==> config.mk <==
export PLATFORM = sky130hd
export DESIGN_NAME = apb_controller
export DESIGN_NICKNAME = d
export VERILOG_FILES = /design/src/rtl/apb_controller.sv
export SDC_FILE = /design/constraint.sdc
export NUM_CORES = 1
export LEC_CHECK = 0
export ABC_CLOCK_PERIOD_IN_PS = 4500
export CAP_MARGIN = 20
export CORE_ASPECT_RATIO = 0.5
export CORE_MARGIN = 1
export CORE_UTILIZATION = 50
export CTS_CLUSTER_DIAMETER = 100
export DETAILED_ROUTE_END_ITERATION = 16
export DONT_BUFFER_PORTS = 1
export MAX_ROUTING_LAYER = met4
export PLACE_DENSITY_LB_ADDON = 0.2
export SETUP_SLACK_MARGIN = 0.4
export SLEW_MARGIN = 5
export SYNTH_ARGS = -nofsm -noshare
export SYNTH_HDL_FRONTEND = slang
export SYNTH_SLANG_ARGS = --single-unit
==> constraint.sdc <==
create_clock -name hclk -period 4.5 [get_ports hclk]
set_clock_uncertainty 0.05 [all_clocks]
set_input_delay 0.45 -clock hclk [delete_from_list [all_inputs] [get_ports hclk]]
set_output_delay 0.45 -clock hclk [all_outputs]
set_load 0.005 [all_outputs]
==> src/rtl/apb_controller.sv <==
// APB master sequencer for the AHB-to-APB bridge: turns each accepted AHB
// address phase into an APB SETUP/ACCESS pair and stalls AHB while in flight.
module apb_controller (
    input  logic        hclk,
    input  logic        hreset,
    input  logic        valid,
    input  logic        hwrite,
    input  logic [31:0] haddr,
    input  logic [31:0] hwdata,
    input  logic [2:0]  temp_selx,
    input  logic [31:0] prdata,
    output logic        pwrite,
    output logic        penable,
    output logic [2:0]  pselx,
    output logic [31:0] paddr,
    output logic [31:0] pwdata,
    output logic        hr_readyout,
    output logic [31:0] hrdata
);

    typedef enum logic [2:0] {
        ST_IDLE,
        ST_READ,
        ST_RENABLE,
        ST_WWAIT,
        ST_WRITE,
        ST_WENABLE
    } state_t;

    state_t      r_state;
    state_t      w_next;
    logic [31:0] r_addr;
    logic [31:0] r_pwdata;
    logic [31:0] r_hrdata;
    logic [2:0]  r_sel;
    logic        r_wr;
    logic        w_ready;
    logic        w_accept;
    logic        w_sel_on;

    // Ready is only high in states that can take a new address phase.
    assign w_ready  = (r_state == ST_IDLE) || (r_state == ST_RENABLE) ||
                      (r_state == ST_WENABLE);
    assign w_accept = valid && w_ready;

    always_ff @(posedge hclk) begin
        if (hreset) begin
            r_state  <= ST_IDLE;
            r_addr   <= '0;
            r_pwdata <= '0;
            r_hrdata <= '0;
            r_sel    <= '0;
            r_wr     <= 1'b0;
        end else begin
            r_state <= w_next;
            if (w_accept) begin
                r_addr <= haddr;
                r_sel  <= temp_selx;
                r_wr   <= hwrite;
            end
            // AHB write data arrives one cycle after its address phase.
            if (r_state == ST_WWAIT)
                r_pwdata <= hwdata;
            if (r_state == ST_RENABLE)
                r_hrdata <= prdata;
        end
    end

    always_comb begin
        w_next = ST_IDLE;
        unique case (r_state)
            ST_IDLE, ST_RENABLE, ST_WENABLE: begin
                if (valid && !hwrite)
                    w_next = ST_READ;
                else if (valid && hwrite)
                    w_next = ST_WWAIT;
                else
                    w_next = ST_IDLE;
            end
            ST_READ:  w_next = ST_RENABLE;
            ST_WWAIT: w_next = ST_WRITE;
            ST_WRITE: w_next = ST_WENABLE;
            default:  w_next = ST_IDLE;
        endcase
    end

    assign w_sel_on = (r_state == ST_READ)  || (r_state == ST_RENABLE) ||
                      (r_state == ST_WRITE) || (r_state == ST_WENABLE);

    assign pselx       = w_sel_on ? r_sel : 3'b000;
    assign penable     = (r_state == ST_RENABLE) || (r_state == ST_WENABLE);
    assign pwrite      = (r_state == ST_WRITE)   || (r_state == ST_WENABLE);
    assign hr_readyout = w_ready;
    assign paddr       = r_addr;
    assign pwdata      = r_pwdata;
    // Read data flows through combinationally during the ACCESS cycle.
    assign hrdata      = (r_state == ST_RENABLE) ? prdata : r_hrdata;

endmodule

# Yosys cells after proc, flatten, opt, wreduce, memory -nomap -nowiden
# Index checks and enable logic that the tools add are counted.
[totals]
rom_bits = 0
reg_bits = 102
n_memories = 0
latch_bits = 0
ramBits = 0
[classes]
div = 0
multipliers = 0
bitwise_logic = 0
eq_ne = 5
order_cmp = 0
reduce_logical = 13
addsub = 0
shifts = 0
n_mux = 5
[ops]
columns = ["cell", "n"]
rows = [
  ["$mux W32", 1],
  ["$pmux W3 S4", 1],
  ["$logic_or A1 B1 Y1", 7],
  ["$eq A3 B2 Y1 const B", 2],
  ["$eq A3 B3 Y1 const B", 2],
  ["$mux W2", 2],
  ["$eq A3 B1 Y1 const B", 1],
  ["$logic_and A1 B1 Y1", 3],
  ["$logic_not A3 Y1", 1],
  ["$mux W3", 1],
  ["$reduce_or A3 Y1", 1],
  ["$logic_not A1 Y1", 1],
]

# Depth between registers and ports, before layout
# Gate-level depths: netlist (run 1).
[logic_depth]
depth_word = 5
mapped_depth = 6
ltp_nobuf = 3

# Worst setup path after synthesis (run 1)
# OpenSTA, ideal clock, no wires.
[synth_timing]
path_kind = "register to output"
start = "reg r_state[0]"
end = "out hrdata[10]"
t_required_ns = 4.000
setup_slack_ns = 2.710
stages_incl_launch_ff = 5
path_buffers = 2
t_arrival_ns = 1.290
path_cell_list = "dfxtp_1 buf_2 nor3b_4 buf_6 mux2_4"
[synth_via]
elab_chain_len = 2
[synth_rtl]
columns = ["element", "line_no", "source"]
rows = [
  ["from (decl)", "30", "state_t r_state;"],
  ["from (signal assigned)", "55", "r_state <= w_next;"],
  ["$eq A3 B2 Y1", "97", "assign hrdata = (r_state == ST_RENABLE) ? prdata : r_hrdata;"],
  ["$mux W32", "97", ""],
  ["to (decl)", "18", "output logic [31:0] hrdata"],
]
# Every way passes these cells.

# Worst setup path in the final report (run 1)
[layout_timing]
start = "reg r_state[1]"
end = "out hrdata[1]"
# Same word-level chain as after synthesis.

==> results of run 1 <==
stage by stage:
stage	hold slack (ns)	instance area (µm²)	power, mW
2_1_floorplan	0.394	4260	1.15
3_3_place_gp	0.402	4240	1.15
3_5_place_dp	0.412	4260	1.16
4_1_cts	0.122	4550	1.91
5_1_grt	0.119	4560	1.97
6_report	0.158	4560	1.88
report_power, final:
part	internal, mW	switching (mW)	leakage [nW]	total [mW]
Sequential	0.947	0.0298	0.831	0.977
Clock	0.426	0.316	0.137	0.743
Combinational	0.0928	0.0709	0.871	0.164
cell families after synthesis:
family	after synthesis	synth area share, %
simple gates	180	23.6
flops	102	47.9
mux	67	19.2
compound gates	40	4.99
buf+inv	31	4.08
xor+xnor	1	0.205
how the worst max path moves through the flow:
stage                     from          to  depth (start not counted)
floorplan           r_state[0]  hrdata[10]                          4
global placement    r_state[1]   hrdata[0]                          3
detailed placement  r_state[1]   hrdata[1]                          3
CTS                 r_state[1]   hrdata[1]                          3
global route        r_state[1]  hrdata[31]                          3
finish              r_state[1]   hrdata[1]                          3
layer usage:
metal | part of all wire (%) | wire, µm
met1 | 41 | 3470
met2 | 50 | 4220
met3 | 7.9 | 668
met4 | 1.2 | 101
met5 | 0 | 0
synth_stat cells (all sizes together) (2+ instances only):
cell	count
nand2b	70
and2b	30
buf	11
nand2	66
a21oi	35
nor2b	3
clkbuf	19
and2	4
mux2	32
a21o	2
mux2i	35
dfxtp	102
nor2	3
flip-flops by register name (all words and copies together) (netlist names):
register / flops
paddr: 32
pwdata: 32
r_hrdata: 32
r_sel: 3
r_state: 3
layout make-up:
| cell class | count | area (µm²) |
|---|---|---|
| clock buffer | 9 | 225 |
| clock inverter | 6 | 63.8 |
| fill | 706 | 3580 |
| inverter | 1 | 3.75 |
| multi-input combinational | 288 | 2050 |
| sequential | 102 | 2040 |
| tap | 112 | 140 |
| timing repair buffer | 3 | 37.5 |
worst max-delay path: stages (launching register included):
cell and delay [ns]:
dfxtp_1 0.44, nor3b_4 0.47, buf_4 0.51, mux2_2 0.42
==> key figures, run 1 <==
Clock tree
  – Clock Sinks: a little over 100
  – Cts bufs inserted: 9
  – Hold-fix buffers at CTS: 0
  – CTS H-tree depth: 3
  – CTS Buffer Depth: 2
  – Postcts setup bufs: 0
  – Clock transition at the registers of the reported paths: about 0.060 ns
  – Clk_lat worst skew: 0.33 ns
  – Clock Tree Root: clkbuf_16
  – CTS tree: done
  – CTS resizes: 0

Critical path
  – WP data required: roughly 4.0 ns
  – CP Launch Type: flop
  – Worst R2R Start: r_state[1]
  – FF-to-FF path depth: 4
  – CP arrival: approximately 2.2 ns
  – Critical path class: flop to output port
  – FF-to-FF setup slack: ~2.4 ns
  – Critical R2R Capture: r_hrdata[1]
  – Endpoint type of the worst setup path: output port
  – Crit Path Max Fanout: 27

Synth
  – Leading area contributor after synthesis: dfxtp_1
  – Async SR Flop Fraction: 0%
  – Most area-consuming cells after synthesis: dfxtp_1 (48%), nand2b_1 (10%), mux2_4 (10%)
  – Post-synth EDFFs: 0
  – Synthesized flop and latch total: roughly 100
  – Distinct cells, synth: 24
  – Synth top area share: roughly 48%
  – Top_reg_cell synth: dfxtp_1
  – Mapped Area: ~4300 µm²
  – Cells after Synth: about 420
  – Synth Area per Inst: about 10 µm²
  – Synthesized Nets: ~520
  – Seq/Total Area, Yosys: around 48%
  – Yosys Warn Count: 0

Finish
  – ANT cells: 0
  – Commonest non-fill, non-tap cell in the layout: dfxtp_1
  – Commonest cells after routing, fill and taps aside: dfxtp_1 (102), nand2b_1 (70), nand2_1 (66), mux2i_1 (35), a21oi_1 (35)
  – Layout cell share with drive strength beyond 1: 12.7%
  – Final Core Density: between 50% and 60%
  – Final cell count without fillers: 521
  – Synthesis-to-layout area growth: 6.99%
  – Layout Nets: between 500 and 600

Die
  – Starting Density: 52.3%
  – Chip height: between 60 and 70 µm
  – Die W: 133 µm
  – Core box area: about 8100 µm²
  – Ports: around 200
  – Area of the die: a little under 9000 µm²
  – FP Rows: 23

Global routing
  – GR Layer Usage met1: 20.3%
  – Initial antenna violation count: 0
  – Met2 usage: about a third
  – Gr ovfl total: 0
  – Vias in the first global route: between 2000 and 3000
  – GRT met3 Usage: under 10%
  – Gr busiest metal: met2
  – Largest net degree at the start of global routing: ~140
  – Global-route wire length before repair: roughly 13 mm
  – Total GRT Usage: about a fifth

Outcome
  – Outcome: finished, final reports clean

Placement
  – RePlAce Congestion: about 0.7
  – Post-place setup slack: 2.17 ns
  – Placed insts: about 500
  – DP Wirelength: 6.01 mm
  – Port-buffer cells: 0

STA
  – Final period util: 59.3%
  – Final setup vio count: 0
  – RSZ-0062 raised after global routing: false
  – Slew @ Worst Pin: 1.08 ns
  – Fin. Hold Viols: 0
  – Max-slew violation count: 0
  – Max Freq: around 370 MHz
  – Slack of the critical path: between 1.5 and 2 ns
  – Max-slew headroom: between 20 and 30%
  – Tmin final: between 2 and 3 ns
  – Final setup TNS: 0 ns

Pwr
  – PwrDens: 413 nW/µm²
  – LEAKAGE: 1.84 nW
  – Peak VDD IR: 217 µV

Hold path
  – Hold Path Depth: 1
  – Hold path endpoint: pwdata[24]
  – Hold Crit Class: primary input to flop
  – Hold Startpoint: hreset

Drt
  – Via count: 2709
  – DR pass1 iterations: 4
  – DRC errors left: 0
  – Routed vias/inst: 5.20
  – DR iter-0 viols: 76
  – Wire length per cell: between 15 and 20 µm
  – Routed WL: 8.46 mm
  – Antenna Nets Post-Route: 0

Job
  – Max_cap viols: 0
(Power assumes the default switching activity.)
==> run 2: changes to the inputs <==
--- a/config.mk
+++ b/config.mk
@@ -5,7 +5,7 @@
 export SDC_FILE = /design/constraint.sdc
 export NUM_CORES = 1
 export LEC_CHECK = 0
-export ABC_CLOCK_PERIOD_IN_PS = 4500
+export ABC_CLOCK_PERIOD_IN_PS = 2200
 export CAP_MARGIN = 20
 export CORE_ASPECT_RATIO = 0.5
 export CORE_MARGIN = 1
==> constraint.sdc (replaced) <==
create_clock -name hclk -period 2.2 [get_ports hclk]
set_clock_uncertainty 0.05 [all_clocks]
set_input_delay 0.22 -clock hclk [delete_from_list [all_inputs] [get_ports hclk]]
set_output_delay 0.22 -clock hclk [all_outputs]
set_load 0.005 [all_outputs]
==> key figures, run 2 (same netlist as run 1, synthesis figures left out) <==
Drt
  – DR iter-0 viols: 120
  – Via count: 3130
  – DR pass1 iterations: 4
  – Routed WL: between 10 and 15 mm
  – Routed vias/inst: between 5 and 6
  – Wire length per cell: 17.2 µm
  – Antenna Nets Post-Route: 0
  – DRC errors left: 0

Clock tree
  – Clk_lat worst skew: roughly 0.34 ns
  – CTS tree: done
  – CTS H-tree depth: 3
  – Clock Sinks: approximately 100
  – Clock Tree Root: clkbuf_16
  – Clock transition at the registers of the reported paths: around 0.07 ns
  – CTS Buffer Depth: 2
  – Cts bufs inserted: 9

Critical path
  – CP arrival: approximately 1.6 ns
  – Endpoint type of the worst setup path: output port
  – CP Launch Type: flop
  – Setup crit end: hrdata[27]
  – FF-to-FF setup slack: 0.55 ns
  – FF-to-FF path depth: 5
  – Critical R2R Capture: paddr[27]
  – CP Launch Point: r_state[2]
  – Critical path class: flop to output port
  – Crit Path Max Fanout: 8
  – Worst R2R Start: r_state[1]
  – WP data required: roughly 1.9 ns

Finish
  – Commonest non-fill, non-tap cell in the layout: dfxtp_1
  – Layout cell share with drive strength beyond 1: about 14%
  – ANT cells: 0
  – Layout Nets: 589
  – Final cell count without fillers: 603
  – Final Core Density: roughly two thirds
  – Synthesis-to-layout area growth: 28.6%
  – Commonest cells after routing, fill and taps aside: dfxtp_1 (99), nand2b_1 (70), dlygate4sd3_1 (70), nand2_1 (66)

Global routing
  – Gr ovfl total: 0
  – Initial antenna violation count: 0
  – Met2 usage: 42.2%
  – Gr busiest metal: met2
  – Total GRT Usage: a little under a quarter
  – Global-route wire length before repair: about 15 mm
  – GRT met3 Usage: 8.18%
  – Largest net degree at the start of global routing: 95
  – Vias in the first global route: 3152
  – GR Layer Usage met1: about 24%

STA
  – Tmin final: ~1.8 ns
  – Final setup vio count: 0
  – Max-slew headroom: roughly four fifths
  – RSZ-0062 raised after global routing: true
  – Max-slew violation count: 0
  – Slew @ Worst Pin: between 0.3 and 0.4 ns
  – Final period util: between 80% and 90%
  – Final setup TNS: 0 ns
  – Fin. Hold Viols: 0
  – Max Freq: around 540 MHz
  – Min Hold Slack: between 0.015 and 0.02 ns

Outcome
  – Outcome: finished, final reports clean

Placement
  – Placed insts: a little over 500
  – Port-buffer cells: 0
  – RePlAce Congestion: between 0.7 and 0.8
  – DP Wirelength: 6.08 mm

Pwr
  – LEAKAGE: about 2.2 nW
  – Peak VDD IR: a little over 400 µV
  – PwrDens: between 700 and 800 nW/µm²

Job
  – Max_cap viols: 0

Die
  – FP Rows: 23
  – Starting Density: between 50% and 60%
  – Chip height: around 67 µm
  – Area of the die: just under 9000 µm²
  – Die W: between 100 and 150 µm
  – Ports: 205
  – Core box area: ~8100 µm²

Hold path
  – Hold Crit Class: primary input to flop
  – Hold Startpoint: hreset
-- run 2: worst max-delay path, cell delays in order (launching register included) --
cell	delay, ns
dfxtp_4	0.35
nor3b_4	0.21
buf_4	0.18
clkbuf_16	0.17
mux2_4	0.32
-- run 2: per-stage QoR --
step / power (mW) / setup slack [ns] / instance area (µm²)
after CTS: 4.03 / 0.336 / 5410
after floorplan: 2.35 / 0.598 / 4260
final: 4.01 / 0.355 / 5480
after global routing: 4.18 / 0.296 / 5480
after detailed placement: 2.39 / 0.437 / 4290
after global placement: 2.37 / 0.569 / 4290
-- run 2: final cells by class --
type,count,area [µm²]
fill,568,2660
multi-input combinational,288,2080
sequential,102,2050
timing repair buffer,84,922
clock buffer,10,229
tap,112,140
clock inverter,6,51.3
inverter,1,3.75
-- run 2: what timing repair did --
| item | CTS | global route |
|---|---|---|
| setup buffers | 5 | 0 |
| hold endpoints to repair | 73 | 0 |
| cloned | 2 | 2 |
| resized for setup | 12 | 4 |
| pin swaps | 1 | 0 |
| hold buffers | 71 | 0 |
| setup endpoints to repair | 35 | 60 |
-- run 2: routing by layer --
| layer | share of wire [%] | wire, µm |
|---|---|---|
| met1 | 39 | 4020 |
| met2 | 51 | 5320 |
| met3 | 7.4 | 766 |
| met4 | 2.4 | 247 |
| met5 | 0 | 0 |
-- run 2: worst min path at each step --
stage	to	slack, ns	depth (start not counted)
6_report	r_sel[1]	0.02	2
2_1_floorplan	pwdata[0]	0.31	2
5_1_grt	paddr[2]	0.005	2
3_3_place_gp	pwdata[30]	0.25	1
4_1_cts	paddr[3]	0.0006	2
3_5_place_dp	pwdata[30]	0.25	1
-- run 2: power by group --
group          internal [mW]  leakage [nW]  switching (mW)
Clock                  0.786         0.134           0.706
Combinational          0.321          1.27           0.207
Sequential              1.93         0.833          0.0584
==> run 3: changes to the inputs <==
--- a/config.mk
+++ b/config.mk
@@ -5,7 +5,7 @@
 export SDC_FILE = /design/constraint.sdc
 export NUM_CORES = 1
 export LEC_CHECK = 0
-export ABC_CLOCK_PERIOD_IN_PS = 2200
+export ABC_CLOCK_PERIOD_IN_PS = 1850
 export CAP_MARGIN = 20
 export CORE_ASPECT_RATIO = 0.5
 export CORE_MARGIN = 1
==> constraint.sdc (replaced) <==
create_clock -name hclk -period 1.85 [get_ports hclk]
set_clock_uncertainty 0.05 [all_clocks]
set_input_delay 0.185 -clock hclk [delete_from_list [all_inputs] [get_ports hclk]]
set_output_delay 0.185 -clock hclk [all_outputs]
set_load 0.005 [all_outputs]
==> key figures, run 3 (same netlist as run 1, synthesis figures left out) <==
Critical path
  – Critical R2R Capture: paddr[14]
  – CP arrival: roughly 1.6 ns
  – CP Launch Point: r_state[2]
  – WP data required: between 1.5 and 2 ns
  – FF-to-FF setup slack: approximately 0.070 ns
  – Endpoint type of the worst setup path: output port
  – CP Launch Type: flop
  – Critical path class: flop to output port
  – Crit Path Max Fanout: 8
  – Setup crit end: hrdata[22]
  – Worst R2R Start: r_state[2]
  – FF-to-FF path depth: 7

Clock tree
  – CTS Buffer Depth: 2
  – CTS H-tree depth: 3
  – CTS tree: done
  – Clock Tree Root: clkbuf_16
  – Clock transition at the registers of the reported paths: roughly 0.060 ns
  – Clk_lat worst skew: around 0.33 ns
  – Clock Sinks: between 100 and 150
  – Cts bufs inserted: 9

Finish
  – Commonest cells after routing, fill and taps aside: dfxtp_1 (99), dlygate4sd3_1 (97), nand2b_1 (70), nand2_1 (34), mux2_4 (32)
  – Fillers: between 400 and 500
  – Layout Nets: 634
  – Layout cell share with drive strength beyond 1: 29.7%
  – Commonest non-fill, non-tap cell in the layout: dfxtp_1
  – Final Core Density: 80.4%
  – Synthesis-to-layout area growth: 53.6%
  – Area of all placed cells without fillers: roughly 6500 µm²
  – ANT cells: 0

Global routing
  – Largest net degree at the start of global routing: between 100 and 150
  – Total GRT Usage: between 20% and 30%
  – Initial antenna violation count: 0
  – Vias in the first global route: between 3000 and 4000
  – Global-route wire length before repair: between 15 and 20 mm
  – Gr ovfl total: 0

STA
  – RSZ-0062 raised after global routing: true
  – Min Hold Slack: -0.134 ns
  – Final setup TNS: 0 ns
  – Tmin final: 1.81 ns
  – Final setup vio count: 0
  – Fin. Hold Viols: 38
  – Slew @ Worst Pin: 0.333 ns
  – Max-slew violation count: 0
  – Slack of the critical path: 0.0440 ns
  – Max-slew headroom: slightly below 80%
  – Final period util: 97.6%
  – Max Freq: around 550 MHz

Drt
  – DR pass1 iterations: 6
  – DR iter-0 viols: between 150 and 200
  – Routed WL: 13.0 mm
  – DRC errors left: 0
  – Antenna Nets Post-Route: 0
  – Routed vias/inst: 5.23
  – Via count: 3386
  – Wire length per cell: just over 20 µm

Outcome
  – Outcome: finished, violations left
  – Violated checks: negative hold slack

Pwr
  – Peak VDD IR: approximately 520 µV
  – PwrDens: ~800 nW/µm²
  – LEAKAGE: between 2 and 3 nW

Die
  – Area of the die: ~8900 µm²
  – FP Rows: 23
  – Die W: between 100 and 150 µm
  – Starting Density: a little over half
  – Ports: 205
  – Chip height: slightly below 70 µm
  – Core box area: between 8000 and 9000 µm²

Job
  – Max_cap viols: 0

Placement
  – Post-place setup slack: approximately 0.21 ns
  – Area of placed instances: between 4000 and 5000 µm²
  – DP Wirelength: 5.90 mm
  – RePlAce Congestion: approximately 0.73
  – Port-buffer cells: 0

Hold path
  – Hold Crit Class: primary input to flop
## run 3: changes by cell type in the layout (fill, tap and decap cells not counted), moves of 4 or more
cell           before  now
buf_16              2    7
a21oi_2             0   31
mux2i_4             0    4
nand2_1            66   34
nand2_4             0   29
buf_12              3    7
a21oi_1            35    4
buf_6               1    6
mux2i_1            35   31
dlygate4sd3_1      70   97
## run 3: area by class of cell
| type | count | area (µm²) | area share, % |
|---|---|---|---|
| clock inverter | 6 | 67.6 | 1.03 |
| timing repair buffer | 129 | 1550 | 23.7 |
| clock buffer | 10 | 229 | 3.50 |
| tap | 112 | 140 | 2.14 |
| multi-input combinational | 288 | 2500 | 38.3 |
| sequential | 102 | 2050 | 31.4 |
| inverter | 1 | 3.75 | 0.0573 |
## run 3: power breakdown
group	switching [mW]	internal, mW
combinational	0.312	0.532
sequential	0.0756	2.30
clock	0.812	1.06
total	1.20	3.89
## run 3: worst min path at each step
| stage | from | to | depth (start not counted) | slack (ns) |
|---|---|---|---|---|
| 2_1_floorplan | hwdata[0] | pwdata[0] | 2 | 0.27 |
| 3_3_place_gp | hreset | r_state[1] | 1 | 0.21 |
| 3_5_place_dp | hreset | r_state[1] | 1 | 0.21 |
| 4_1_cts | hreset | r_state[2] | 1 | -0.14 |
| 5_1_grt | hreset | pwdata[23] | 1 | -0.15 |
| 6_report | hreset | pwdata[23] | 1 | -0.13 |
## run 3: critical path, stage by stage (launching register included)
cell and delay (ns):
dfxtp_4 0.36, nor3b_4 0.24, buf_6 0.17, buf_12 0.14, mux2_4 0.33
## run 3: timing repair
action | in CTS | in global routing
setup buffers | 13 | 2
cloned | 7 | 6
pin swaps | 7 | 28
hold endpoints to repair | 98 | 46
setup endpoints to repair | 104 | 134
hold buffers | 96 | 1
resized for setup | 27 | 111
## run 3: layer usage
metal  vias up  track usage (%)  routed length (µm)
met5         -                -                   0
met2       154             48.0                6530
met1      1628             28.0                5360
met4         0             6.47                 184
li1       1586                -                   -
met3        18             7.58                 962
## run 3: stage by stage
stage / power [mW] / instances
4_1_cts: 4.98 / 639
2_1_floorplan: 2.80 / 421
3_5_place_dp: 2.83 / 507
6_report: 5.09 / 648
3_3_place_gp: 2.81 / 507
5_1_grt: 5.25 / 648
